File: config.mk
export PLATFORM = sky130hd
export DESIGN_NAME = contador_ad_fecha
export DESIGN_NICKNAME = d
export VERILOG_FILES = /design/src/rtl/contador_ad_fecha.sv
export SDC_FILE = /design/constraint.sdc
export NUM_CORES = 1
export LEC_CHECK = 0
export ABC_CLOCK_PERIOD_IN_PS = 9700
export CAP_MARGIN = 10
export CORE_MARGIN = 2
export CORE_UTILIZATION = 25
export CTS_CLUSTER_DIAMETER = 120
export DETAILED_ROUTE_END_ITERATION = 8
export PLACE_DENSITY = 0.51
export SYNTH_ARGS = -nofsm -noshare
export SYNTH_HDL_FRONTEND = slang
export SYNTH_SLANG_ARGS = --single-unit
File: constraint.sdc
create_clock -name clk -period 9.7 [get_ports clk]
set_input_delay 2.91 -clock clk [delete_from_list [all_inputs] [get_ports clk]]
set_output_delay 2.91 -clock clk [all_outputs]
set_load 0.005 [all_outputs]
File: src/rtl/contador_ad_fecha.sv
// rtl/contador_ad_fecha.sv - date register (day/month/year) with daily advance and keyboard field editing
//
// Holds the calendar date for the RTC set path. In RUN the date advances on
// day_tick. While the keyboard FSM shows the date-edit screen, PS/2 scan codes
// move between fields (left/right) and change the selected field (up/down).
// The day is clamped to the month length after any month or year change.
//
// Ports:
//   clk          clock
//   rst          synchronous active-high reset
//   estado[7:0]  keyboard FSM state
//   en[1:0]      mode select
//   Cambio[7:0]  last received scan code
//   got_data     one-cycle strobe, Cambio valid
//   day_tick     one-cycle strobe, advance the date by one day
//   Dia[4:0]     day, 1..31
//   Mes[3:0]     month, 1..12
//   Anio         year, 0..YEAR_MAX (2000 + Anio)
//   Campo[1:0]   field under edit: 0=day, 1=month, 2=year (0 in RUN)
//   editando     registered edit-window flag
//   fecha_lista  one-cycle commit pulse

module contador_ad_fecha #(
  parameter int         YEAR_W    = 7,
  parameter int         YEAR_MAX  = 99,
  parameter logic [1:0] MODE_SEL  = 2'd2,
  parameter logic [7:0] STATE_SEL = 8'h7D,
  parameter logic [7:0] K_UP      = 8'h73,
  parameter logic [7:0] K_DOWN    = 8'h72,
  parameter logic [7:0] K_LEFT    = 8'h6B,
  parameter logic [7:0] K_RIGHT   = 8'h74,
  parameter logic [7:0] K_ENTER   = 8'h5A
) (
  input  logic              clk,
  input  logic              rst,
  input  logic [7:0]        estado,
  input  logic [1:0]        en,
  input  logic [7:0]        Cambio,
  input  logic              got_data,
  input  logic              day_tick,
  output logic [4:0]        Dia,
  output logic [3:0]        Mes,
  output logic [YEAR_W-1:0] Anio,
  output logic [1:0]        Campo,
  output logic              editando,
  output logic              fecha_lista
);

  typedef enum logic [1:0] {
    RUN       = 2'd0,
    EDIT_DIA  = 2'd1,
    EDIT_MES  = 2'd2,
    EDIT_ANIO = 2'd3
  } state_t;

  localparam logic [YEAR_W-1:0] YMAX = YEAR_W'(YEAR_MAX);

  // ---------------------------------------------------------------------------
  // Calendar helpers
  // ---------------------------------------------------------------------------

  // Month length; leap years are the multiples of 4 within 2000..2099.
  function automatic logic [4:0] month_len(input logic [3:0] mes,
                                           input logic [YEAR_W-1:0] anio);
    logic [4:0] len;
    case (mes)
      4'd4, 4'd6, 4'd9, 4'd11: len = 5'd30;
      4'd2:                    len = (anio[1:0] == 2'b00) ? 5'd29 : 5'd28;
      default:                 len = 5'd31;
    endcase
    return len;
  endfunction

  function automatic logic [3:0] mes_inc(input logic [3:0] mes);
    return (mes >= 4'd12) ? 4'd1 : mes + 4'd1;
  endfunction

  function automatic logic [3:0] mes_dec(input logic [3:0] mes);
    return (mes <= 4'd1) ? 4'd12 : mes - 4'd1;
  endfunction

  function automatic logic [YEAR_W-1:0] anio_inc(input logic [YEAR_W-1:0] anio);
    return (anio >= YMAX) ? '0 : anio + YEAR_W'(1);
  endfunction

  function automatic logic [YEAR_W-1:0] anio_dec(input logic [YEAR_W-1:0] anio);
    return (anio == '0) ? YMAX : anio - YEAR_W'(1);
  endfunction

  // Keeps the day inside the (possibly new) month length.
  function automatic logic [4:0] clamp_dia(input logic [4:0] dia,
                                           input logic [4:0] max_d);
    return (dia > max_d) ? max_d : dia;
  endfunction

  // ---------------------------------------------------------------------------
  // Registers
  // ---------------------------------------------------------------------------
  state_t            state_q, state_d;
  logic [4:0]        dia_q, dia_d;
  logic [3:0]        mes_q, mes_d;
  logic [YEAR_W-1:0] anio_q, anio_d;
  logic              editando_q, editando_d;
  logic              fecha_lista_q, fecha_lista_d;

  // ---------------------------------------------------------------------------
  // Input decode
  // ---------------------------------------------------------------------------
  logic       edit;
  logic       edit_rise;
  logic       key_up, key_down, key_left, key_right, key_enter;
  logic [4:0] max_dia;

  always_comb begin
    edit      = (en == MODE_SEL) && (estado == STATE_SEL);
    // editando_q is the previous-cycle copy of edit, so it doubles as the edge detector.
    edit_rise = edit && !editando_q;
    key_up    = got_data && (Cambio == K_UP);
    key_down  = got_data && (Cambio == K_DOWN);
    key_left  = got_data && (Cambio == K_LEFT);
    key_right = got_data && (Cambio == K_RIGHT);
    key_enter = got_data && (Cambio == K_ENTER);
    max_dia   = month_len(mes_q, anio_q);
  end

  // ---------------------------------------------------------------------------
  // FSM: state register
  // ---------------------------------------------------------------------------
  always_ff @(posedge clk) begin
    if (rst) begin
      state_q <= RUN;
    end else begin
      state_q <= state_d;
    end
  end

  // ---------------------------------------------------------------------------
  // FSM: next state
  // ---------------------------------------------------------------------------
  always_comb begin
    state_d = state_q;
    case (state_q)
      RUN: begin
        // Keys on the same edge as the rise are dropped because RUN ignores them.
        if (edit_rise) state_d = EDIT_DIA;
      end
      EDIT_DIA: begin
        if (!edit)          state_d = RUN;
        else if (key_enter) state_d = EDIT_DIA;
        else if (key_right) state_d = EDIT_MES;
        else if (key_left)  state_d = EDIT_ANIO;
      end
      EDIT_MES: begin
        if (!edit)          state_d = RUN;
        else if (key_enter) state_d = EDIT_DIA;
        else if (key_right) state_d = EDIT_ANIO;
        else if (key_left)  state_d = EDIT_DIA;
      end
      EDIT_ANIO: begin
        if (!edit)          state_d = RUN;
        else if (key_enter) state_d = EDIT_DIA;
        else if (key_right) state_d = EDIT_DIA;
        else if (key_left)  state_d = EDIT_MES;
      end
      default: state_d = RUN;
    endcase
  end

  // ---------------------------------------------------------------------------
  // FSM: outputs
  // ---------------------------------------------------------------------------
  always_comb begin
    Campo = 2'd0;
    case (state_q)
      EDIT_MES:  Campo = 2'd1;
      EDIT_ANIO: Campo = 2'd2;
      default:   Campo = 2'd0;
    endcase
  end

  // ---------------------------------------------------------------------------
  // Date datapath and commit pulse
  // ---------------------------------------------------------------------------
  always_comb begin
    dia_d         = dia_q;
    mes_d         = mes_q;
    anio_d        = anio_q;
    editando_d    = edit;
    fecha_lista_d = 1'b0;

    if (state_q == RUN) begin
      if (day_tick) begin
        if (dia_q < max_dia) begin
          dia_d = dia_q + 5'd1;
        end else begin
          // Day restarts at 1, which is legal in every month: no clamp needed.
          dia_d = 5'd1;
          mes_d = mes_inc(mes_q);
          if (mes_q >= 4'd12) anio_d = anio_inc(anio_q);
        end
      end
    end else if (!edit) begin
      // Leaving the edit screen commits the date.
      fecha_lista_d = 1'b1;
    end else if (key_enter) begin
      fecha_lista_d = 1'b1;
    end else if (key_up || key_down) begin
      case (state_q)
        EDIT_DIA: begin
          if (key_up) dia_d = (dia_q >= max_dia) ? 5'd1 : dia_q + 5'd1;
          else        dia_d = (dia_q <= 5'd1) ? max_dia : dia_q - 5'd1;
        end
        EDIT_MES: begin
          mes_d = key_up ? mes_inc(mes_q) : mes_dec(mes_q);
          dia_d = clamp_dia(dia_q, month_len(mes_d, anio_q));
        end
        EDIT_ANIO: begin
          anio_d = key_up ? anio_inc(anio_q) : anio_dec(anio_q);
          dia_d  = clamp_dia(dia_q, month_len(mes_q, anio_d));
        end
        default: ;
      endcase
    end
  end

  always_ff @(posedge clk) begin
    if (rst) begin
      dia_q         <= 5'd1;
      mes_q         <= 4'd1;
      anio_q        <= '0;
      editando_q    <= 1'b0;
      fecha_lista_q <= 1'b0;
    end else begin
      dia_q         <= dia_d;
      mes_q         <= mes_d;
      anio_q        <= anio_d;
      editando_q    <= editando_d;
      fecha_lista_q <= fecha_lista_d;
    end
  end

  assign Dia         = dia_q;
  assign Mes         = mes_q;
  assign Anio        = anio_q;
  assign editando    = editando_q;
  assign fecha_lista = fecha_lista_q;

endmodule

==> summary.txt <==
Clk slew on worst S/H paths: 80 ps
Clock Sink Count: 20
Synthesized instance count: 331
R2R setup slack: 5960 ps
Die ar.: 10000 µm²
Seq/Total Area, Yosys: 0.173
Largest cells by area after synthesis: dfxtp_1 17%, ha_1 9.7%, o21ai_0 7.4%
Outcome: finished, final reports clean
CP Launch Type: input pin
Root Driver: clkbuf_8
Io pins: 42
Worst Path Required: 9820 ps
Synth warn: 0
Peak supply drop: 0.0000355 V
Syn Nets: 371
Drt wl/cell: 14.4 µm
Initial Util: 0.254
Fmax: 160 MHz
Post-Syn Area: 2310 µm²
Dominant cell type by area after synthesis: dfxtp_1
Layout area overhead: 23.1%
DR vias: 2495
Post-DP HPWL: 5020 µm
Most frequent cell after synthesis: o21ai_0
Final core occ: 0.313
Inserted Clock Buffers: 3
Largest net degree at the start of global routing: 20
CTS Hold Bufs: 0
Setup CP Type: in -> reg
Lkg Pwr: 1.02 nW
Cell variety after synth: 57
First-pass GRT wire length: 11300 µm
All-Layer GR Usage: 0.136
Initial DRC Count: 117
Post-DRT Antenna Nets: 0
PD cells: 72.8 nW/µm²
Clock Skew: 8.02 ps
Clk_lat worst skew: 270 ps
Max Slew Vio Count: 0
Num rows: 35
Synth top cells by count: 34 x o21ai_0, 33 x nor2_1, 28 x nand2_1
Crit path time final: 6260 ps
Main synth FF type: dfxtp_1
Pwr Total: 0.000207 W
Grt ovf: 0
Placer Congestion: 0.825
Net count, final: 400
Setup Buffers After CTS: 0
Total core area: 9110 µm²
Fin. Hold Viols: 0
DIE WIDTH: 100 µm
Vias in the first global route: 2326
Total number of H-tree levels: 1
Post-synth EDFFs: 0
Drt pass-1 iters: 4
Worst hold slack: 503 ps
DRC: 0
Avg Inst Size Synth: 6.99 µm²
TritonCTS clock tree: yes
IO buf count: 41
PostCTS Resize Cnt: 0
Setup Total Neg Slack: 0 ps
Vias per cell: 5.31
N_diodes: 0
Share of cells above drive strength 1: 0.0306
Hold Path Class: reg -> reg
Final WL: 6780 µm
Max_slew headroom: 0.494
Final setup fails: 0
RSZ-0062 raised after global routing: no
Synth async-reset ratio: 0
Die Y: 100 µm
Max-cap violations: 0
CP Capture Type: flop
Critical path arrival: 6380 ps
Clock Path Buffers: 2
Initial antenna violation count: 0
Worst-Margin Slew: 753 ps
Synthesis-stage register bit count: 20
Top fanout value on the critical path: 9
Fin crit share: 0.646
Share of the synthesized area in the top cell type: 0.173
[area by class of cell]
class                           count  area (µm²)
Multi-Input combinational cell    276        1770
Timing Repair Buffer               42         418
Tap cell                          111         139
Sequential cell                    20         400
Inverter                           17        63.8
Clock buffer                        4        55.1
Fill cell                        1006        6260
[stage by stage]
| stage | instances | area, µm² | worst slack (ps) |
|---|---|---|---|
| after floorplan | 331 | 2310 | 4020 |
| after global placement | 466 | 2790 | 3200 |
| after detailed placement | 466 | 2790 | 3180 |
| after CTS | 470 | 2850 | 3450 |
| after global routing | 470 | 2850 | 3150 |
| final | 470 | 2850 | 3440 |
[flip-flops by register name, indices dropped and copies added, names as in the netlist]
signal,flops
Dia,5
state_q,2
fecha_lista,1
Anio,7
Mes,4
editando,1
[per-layer routing]
layer	part of all wire	wire, µm	vias to the layer above	global-route usage
met5	0	0	-	0
met4	0.014	96	0	0.0358
met3	0.040	274	7	0.0153
met2	0.44	2970	57	0.218
met1	0.51	3450	1142	0.193
li1	-	-	1289	-
[final timing paths]
kind,from,end,depth (start not counted)
setup / recovery,Cambio[3],Dia[3]$_SDFFE_PP0P_,13
hold / removal,state_q[1]$_SDFFE_PP0P_,state_q[1]$_SDFFE_PP0P_,2
setup reg to reg,Anio[0]$_SDFFE_PP0P_,Dia[3]$_SDFFE_PP0P_,13
hold reg to reg,state_q[1]$_SDFFE_PP0P_,state_q[1]$_SDFFE_PP0P_,2
[cells by family (layout without fill, tap and decap cells)]
| group | after synthesis | count (layout) | share of synthesized area |
|---|---|---|---|
| AOI/OAI and AO/OA | 112 | 112 | 0.303 |
| xor gates and xnor gates | 3 | 3 | 0.0114 |
| adders and majority gates | 18 | 18 | 0.0974 |
| buffers and inverters | 35 | 63 | 0.0611 |
| DFF | 20 | 20 | 0.173 |
| muxes | 8 | 8 | 0.0346 |
| and+or+nand+nor | 135 | 135 | 0.319 |
[report_power, final]
| group | leakage, nW | internal (W) | switching, W | total (W) |
|---|---|---|---|---|
| Clock | 0.0288 | 0.0000362 | 0.0000305 | 0.0000667 |
| Sequential | 0.162 | 0.0000839 | 0.00000437 | 0.0000882 |
| Combinational | 0.826 | 0.0000258 | 0.0000263 | 0.0000522 |
| Total | 1.02 | 0.000146 | 0.0000612 | 0.000207 |
[critical path, stage by stage]
cell and delay (ps):
clkdlybuf4s50_1 490, nand4bb_1 280, or3_1 550, nand3_2 120
o21ai_1 70, a221o_1 380, and2_1 170, ha_1 270
a211o_1 300, a211oi_1 310, o21ai_0 220, o21ai_0 220
a21oi_1 80
[cells in the final DEF, fill, tap and decap left out, types with 7 or more instances in the layout]
master and n:
nor2b_1 7, a21oi_1 26, a211oi_1 7, a31oi_1 7
nand3_1 14, o21ai_0 34, nor3_1 10, clkdlybuf4s50_1 41
mux2i_1 8, inv_1 17, nand2_1 28, ha_1 18
nor2_1 33, o31ai_1 7, dfxtp_1 20
No activity file was read; power rests on OpenSTA's default activity.
